`src/rtl/i2s_pkg.sv`:
```
// rtl/i2s_pkg.sv - default rates and bit-clock increment helpers for the I2S transmitter
package i2s_pkg;

  localparam int DEF_CLK_RATE   = 32000000;
  localparam int DEF_AUDIO_RATE = 48000;
  localparam int DEF_AUDIO_DW   = 16;

  // Two BCK edges per bit, 2*dw bits per frame, so 4*dw ticks per sample period.
  function automatic longint calc_inc(input longint dw, input longint rate);
    return 4 * dw * rate;
  endfunction

  function automatic int calc_acc_w(input longint clk_rate, input longint inc);
    return $clog2(clk_rate + inc + 1);
  endfunction

endpackage

```
`src/rtl/i2s_tick_gen.sv`:
```
// rtl/i2s_tick_gen.sv - fractional accumulator producing the BCK half-period tick
module i2s_tick_gen import i2s_pkg::*; #(
  parameter int CLK_RATE = DEF_CLK_RATE,
  parameter int INC      = 3072000,
  parameter int ACC_W    = 32
) (
  input  logic clk_sys,
  input  logic reset_n,
  output logic tick
);

  logic [ACC_W-1:0] acc;
  logic [ACC_W-1:0] sum;

  assign sum  = acc + ACC_W'(INC);
  assign tick = (sum >= ACC_W'(CLK_RATE));

  // Remainder is carried forward, so the long-term tick rate is exact.
  always_ff @(posedge clk_sys or negedge reset_n) begin
    if (!reset_n) begin
      acc <= '0;
    end else if (tick) begin
      acc <= sum - ACC_W'(CLK_RATE);
    end else begin
      acc <= sum;
    end
  end

endmodule

```
`src/rtl/i2s_audio_tx.sv`:
```
// rtl/i2s_audio_tx.sv - I2S stereo transmitter: sample hold, frame load and serialiser
module i2s_audio_tx import i2s_pkg::*; #(
  parameter int CLK_RATE   = DEF_CLK_RATE,
  parameter int AUDIO_RATE = DEF_AUDIO_RATE,
  parameter int AUDIO_DW   = DEF_AUDIO_DW
) (
  input  logic                       clk_sys,
  input  logic                       reset_n,
  input  logic signed [AUDIO_DW-1:0] audio_l,
  input  logic signed [AUDIO_DW-1:0] audio_r,
  input  logic                       sample_valid,
  input  logic                       mute,
  output logic                       frame_start,
  output logic                       i2s_bck,
  output logic                       i2s_lrck,
  output logic                       i2s_data
);

  localparam int     FRAME_W = 2 * AUDIO_DW;
  localparam int     CNT_W   = $clog2(FRAME_W);
  localparam longint INC_L   = calc_inc(AUDIO_DW, AUDIO_RATE);
  localparam int     INC     = int'(INC_L);
  localparam int     ACC_W   = calc_acc_w(CLK_RATE, INC_L);

  if (INC_L >= CLK_RATE) begin : g_bad_rate
    $error("i2s_audio_tx: 4*AUDIO_DW*AUDIO_RATE must be below CLK_RATE");
  end

  logic                tick;
  logic [CNT_W-1:0]    bitcnt;
  logic [CNT_W-1:0]    bitcnt_nxt;
  logic [FRAME_W-1:0]  sr;
  logic [AUDIO_DW-1:0] hold_l;
  logic [AUDIO_DW-1:0] hold_r;

  i2s_tick_gen #(
    .CLK_RATE (CLK_RATE),
    .INC      (INC),
    .ACC_W    (ACC_W)
  ) u_tick_gen (
    .clk_sys (clk_sys),
    .reset_n (reset_n),
    .tick    (tick)
  );

  assign bitcnt_nxt = (bitcnt == CNT_W'(FRAME_W - 1)) ? '0 : bitcnt + 1'b1;

  always_ff @(posedge clk_sys or negedge reset_n) begin
    if (!reset_n) begin
      hold_l <= '0;
      hold_r <= '0;
    end else if (sample_valid) begin
      hold_l <= audio_l;
      hold_r <= audio_r;
    end
  end

  // Everything except BCK itself moves on the falling BCK edge; the receiver samples on the rising one.
  always_ff @(posedge clk_sys or negedge reset_n) begin
    if (!reset_n) begin
      i2s_bck     <= 1'b0;
      i2s_lrck    <= 1'b1;
      i2s_data    <= 1'b0;
      frame_start <= 1'b0;
      bitcnt      <= CNT_W'(FRAME_W - 1);
      sr          <= '0;
    end else begin
      frame_start <= 1'b0;
      if (tick) begin
        i2s_bck <= ~i2s_bck;
        if (i2s_bck) begin
          bitcnt   <= bitcnt_nxt;
          i2s_lrck <= (bitcnt_nxt >= CNT_W'(AUDIO_DW));
          i2s_data <= sr[FRAME_W-1];
          // Last right-channel bit goes out while the new frame loads: the I2S one-bit delay.
          if (bitcnt_nxt == '0) begin
            sr          <= mute ? '0 : {hold_l, hold_r};
            frame_start <= 1'b1;
          end else begin
            sr <= {sr[FRAME_W-2:0], 1'b0};
          end
        end
      end
    end
  end

endmodule

```
`config.mk`:
```
export PLATFORM = sky130hd
export DESIGN_NAME = i2s_audio_tx
export DESIGN_NICKNAME = d
export VERILOG_FILES = /design/src/rtl/i2s_pkg.sv /design/src/rtl/i2s_tick_gen.sv /design/src/rtl/i2s_audio_tx.sv
export SDC_FILE = /design/constraint.sdc
export NUM_CORES = 1
export LEC_CHECK = 0
export BUFFER_PORTS_ARGS = -buffer_cell sky130_fd_sc_hd__clkbuf_2
export CAP_MARGIN = 20
export CORE_MARGIN = 5
export CORE_UTILIZATION = 30
export CTS_BUF_LIST = sky130_fd_sc_hd__clkbuf_16
export DETAILED_ROUTE_END_ITERATION = 6
export PLACE_DENSITY = 0.48
export SYNTH_ARGS = -nofsm -noshare
export SYNTH_HDL_FRONTEND = slang
export SYNTH_HIERARCHICAL = 1
export SYNTH_SLANG_ARGS = --single-unit
```
`constraint.sdc`:
```
create_clock -name clk_sys -period 3.34 [get_ports clk_sys]
set_input_delay 1.002 -clock clk_sys [delete_from_list [all_inputs] [get_ports clk_sys]]
set_output_delay 1.002 -clock clk_sys [all_outputs]
set_load 0.05 [all_outputs]
```
# After elaboration in Yosys (flattened, before gate mapping)
# Cells that the tools add are included.
# op_classes
add_sub_neg	3
magnitude_cmp	2
n_eq_ne	1
n_mux	7
bitwise_logic	1
reduce_logical	2
# op_table
operator	n
two-way mux 32 bit	2
adder 26 x 22 -> 26 bit (second input constant)	1
>= comparator 26 x 25 -> 1 bit (second input constant)	1
two-way mux 26 bit	1
subtractor 26 x 25 -> 26 bit (second input constant)	1
adder 5 x 1 -> 5 bit (second input constant)	1
equality test 5 bit (second input constant)	1
>= comparator 5 bit (second input constant)	1
logical NOT 5 bit	1
two-way mux 5 bit	1
two-way mux 1 bit	3
AND reduction 2 bit	1
inverter 1 bit	1
# totals
register_bits	99
input_bits	36
wordCells	25

# Depth between registers and ports, before layout
# logic_depth
word_depth	6
mapped_depth	14
depth_no_buf	11

# Hierarchy
# Netlist, hierarchy kept.
# modules_own_cells
mod	n_inst	cells_per_inst	area_per_inst_um2	seq_area_each_um2
i2s_audio_tx	1	211	3012.9	1808.0
i2s_tick_gen	1	143	1234.9	375.4

# Worst setup path after synthesis
# Ideal clock, no wire load.
# synth_path
path_kind	flip-flop to flip-flop
start	register u_tick_gen.acc[15]
end	register sr[21]
setup_time_ns	0.126
t_arrival_ns	2.966
required_time_ns	3.214
path_slack_ns	0.248
stages_incl_launch_ff	15
n_path_buf	5
period_less_slack_ns	3.092
cell_sequence	dfrtp_1 > buf_6 > or3_1 > buf_2 > mux2i_1 > o32ai_1 > o311a_1 > o21ai_4 > buf_6 > nand2_1 > nor2_1 > and3_1 > buf_6 > buf_12 > a221o_1
# synth_via
elab_chain_cells	3
# synth_rtl
element	line_no	text
start, declared	i2s_tick_gen.sv:12	logic [ACC_W-1:0] acc;
start signal, assigned	i2s_tick_gen.sv:23	acc <= sum - ACC_W'(CLK_RATE);
start signal, assigned	i2s_tick_gen.sv:25	acc <= sum;
adder 26 x 22 -> 26 bit	i2s_tick_gen.sv:15	assign sum = acc + ACC_W'(INC);
>= comparator 26 x 25 -> 1 bit	i2s_tick_gen.sv:16	assign tick = (sum >= ACC_W'(CLK_RATE));
named net tick	i2s_audio_tx.sv:29	logic tick;
AND reduction 2 bit (no line)	--	
end signal, assigned	i2s_audio_tx.sv:77	sr <= mute ? '0 : {hold_l, hold_r};
end signal, assigned	i2s_audio_tx.sv:80	sr <= {sr[FRAME_W-2:0], 1'b0};
end, declared	i2s_audio_tx.sv:32	logic [FRAME_W-1:0] sr;
# The timed path passes the listed nets, and every way through them passes these cells.
# A chain may end at the register's enable or synchronous reset.

# Worst setup path in the final report
# layout_path
start	register u_tick_gen.acc[13]
end	register sr[30]
# The elaborated chain is that of the path after synthesis.

==> impl_metrics.env <==
export IMPL_hold_buffers=0
export IMPL_clk_root_buffer_cell="clkbuf_16"
export IMPL_grt_max_degree=77
export IMPL_htreeDepth=3
export IMPL_antenna_found_initial=0
export IMPL_wl_per_cell_microns=15.35
export IMPL_post_route_period_util_pct=90.36
export IMPL_max_stage_delay_ns=0.43
export IMPL_ios=40
export IMPL_hold_violations=0
export IMPL_critical_path_top_delay_family="compound AO/OA/AOI/OAI gates"
export IMPL_synth_mux_area_share_pct=10.81
export IMPL_routed_wirelength_mm=8.887
export IMPL_powerDensity_nw_per_um2=451.8
export IMPL_status="finished, final reports clean"
export IMPL_cts_buffers=9
export IMPL_setup_violations=0
export IMPL_synthArstFlopShare_pct=100.0
export IMPL_arrival_ns=3.24
export IMPL_synth_adder_area_share_pct=1.767
export IMPL_crit_fanout=20
export IMPL_drive_above_1_share_pct=29.07
export IMPL_rsz0062_at_grt="no"
export IMPL_slew_headroom_pct=42.58
export IMPL_critical_path_class="flop to flop"
export IMPL_cp_slowest_cell="dfrtp_1"
export IMPL_clkTransAtPathRegs_ns=0.07
export IMPL_nets=436
export IMPL_place_area_sq_um=4597
export IMPL_first_iter_violations=128
export IMPL_grt_usage_pct=11.49
export IMPL_place_ws_ns=0.3515
export IMPL_synth_compound_area_share_pct=13.67
export IMPL_synth_top_area_share_pct=48.31
export IMPL_syn2layout_area_growth_pct=15.82
export IMPL_grt_pass1_wl_mm=14.93
export IMPL_finalMaxSlewViolations=0
export IMPL_clock_path_buffers=2
export IMPL_drc_errors=0
export IMPL_rows=43
export IMPL_ys_warn_count=6
export IMPL_antenna_cells=0
export IMPL_cts_tree="yes"
export IMPL_startpoint_type="flop"
export IMPL_worstPathCellList="inv_1 -> ha_1 -> xnor2_1 -> o21ai_0 -> o32ai_1 -> o311a_1 -> o21ai_4 -> nand2_1 -> nor2_1 -> and3_1 -> buf_4 -> a221o_2"
export IMPL_synth_area_leaders="dfrtp_1 48%, mux2_2 7.7%, a221o_1 7.1%"
export IMPL_fin_area_sq_um=4920
export IMPL_syn_inst=354
export IMPL_skew_ns=0.008582
export IMPL_synth_xor_area_share_pct=4.330
export IMPL_fin_util_pct=35.44
export IMPL_fin_ws_ns=0.3220
export IMPL_dieArea_sq_um=16640
export IMPL_synth_most_common_cell="dfrtp_1"
export IMPL_initial_core_util_pct=30.60
export IMPL_ys_types=58
export IMPL_finalSetupTns_ns=0
export IMPL_end_kind="flop"
export IMPL_core_sq_um=13880
export IMPL_critPathBufInv=2
export IMPL_synth_simple_area_share_pct=13.02
export IMPL_viasPerCell=4.832
export IMPL_synth_top_family_by_area="compound AO/OA/AOI/OAI gates"
export IMPL_ir_drop_v=0.0002205
export IMPL_ant_nets=0
export IMPL_cts_num_sinks=87
export IMPL_ys_flop_type="dfrtp_1"
export IMPL_grt_pass1_vias=2960
export IMPL_chipHeight_microns=129.0
export IMPL_maxCapViolCount=0
export IMPL_ys_top_cells_by_count="82 x dfrtp_1, 32 x and2_1, 30 x a221o_1"
export IMPL_yosys_area_top_type="dfrtp_1"
export IMPL_p_leak_nw=2.192
export IMPL_vias=2798
export IMPL_ctsResizeCount=0
export IMPL_yosysSeqAreaShare_pct=51.40
export IMPL_die_x_microns=129.0
export IMPL_clk_latency_ns=0.35
export IMPL_hold_ws_ns=0.4903
export IMPL_synth_nets=396
export IMPL_period_minus_slack_ns=3.018
export IMPL_ff2ff_setup_slack_ns=0.32
export IMPL_io_buffers=39
export IMPL_required_ns=3.57
export IMPL_postCtsSetupBuffers=0
export IMPL_dp_hpwl_mm=6.076
export IMPL_drt_pre_antenna_iters=4
export IMPL_worst_pin_slew_ns=0.8613
export IMPL_ys_ff_latch=87
export IMPL_gp_congestion=0.7794
export IMPL_syn_area_per_cell_sq_um=12.00
export IMPL_synth_enable_flop_cells=0
export IMPL_hp_class="flop to flop"
export IMPL_fmax_ghz=0.3314
export IMPL_syn_area_sq_um=4248
export IMPL_grt_overflow_total=0
## state kept, by name, indices dropped and copies added (netlist names)
register        cells
u_tick_gen/acc     15
i2s_data            1
i2s_lrck            1
bitcnt              4
frame_start         1
i2s_bck             1
sr                 32
hold_r             16
hold_l             16
## placed cells by master (no fill, tap or decap), drive strengths merged, types with 5 or more instances in the layout
master	synthesis	routed
a21oi	8	8
a221o	31	31
and2	32	32
buf	16	15
clkbuf	8	47
dfrtp	82	82
dfstp	5	5
ha	6	6
inv	11	13
mux2	36	36
mux2i	5	5
nand2	16	16
nand2b	5	5
nand3	5	5
nor2	16	16
o21ai	12	12
xnor2	16	16
xor2	5	5
## metrics by stage
step,power (W),std cells
2_1_floorplan,0.001171,354
3_3_place_gp,0.001231,562
3_5_place_dp,0.001234,562
4_1_cts,0.002267,578
5_1_grt,0.002323,579
6_report,0.002223,579
## per-layer routing
layer	track usage, %	part of all wire [%]	wire [microns]	vias to the layer above
li1	-	-	-	1351
met1	14.75	47	4186	1385
met2	17.90	47	4160	50
met3	3.902	3.9	343	12
met4	4.447	2.2	197	0
met5	0	0	0	-
## cell type report
cell class	instances	area, sq um
Clock buffer	9	225.2
Clock inverter	7	70.07
Sequential cell	87	2183
Tap cell	180	225.2
Timing Repair Buffer	53	322.8
Inverter	11	41.29
Fill cell	1386	8961
Multi-Input combinational cell	232	1852
## final timing paths
kind,end,cells past startpoint,startpoint
worst min register to register,sr[8]$_DFFE_PN0P_,1,sr[7]$_DFFE_PN0P_
worst max register to register,sr[30]$_DFFE_PN0P_,12,u_tick_gen/acc[13]$_DFF_PN0_
max in group asynchronous,sr[27]$_DFFE_PN0P_,3,reset_n
min in group asynchronous,u_tick_gen/acc[14]$_DFF_PN0_,1,reset_n
worst max-delay path,sr[30]$_DFFE_PN0P_,12,u_tick_gen/acc[13]$_DFF_PN0_
worst min-delay path,sr[8]$_DFFE_PN0P_,1,sr[7]$_DFFE_PN0P_
## cell families (layout without fill, tap and decap cells)
family | count (synthesis) | in the layout
muxes | 41 | 41
AOI/OAI and AO/OA | 67 | 67
buffers and inverters | 35 | 80
and+or+nand+nor | 97 | 97
adders and majority gates | 6 | 6
xor gates and xnor gates | 21 | 21
DFF | 87 | 87
## power breakdown
group	internal, W	switching (W)
Sequential	0.00109	0.0000242
Clock	0.000581	0.000430
Combinational	0.0000523	0.0000426
Note: power is estimated with default switching activity, not from simulation.
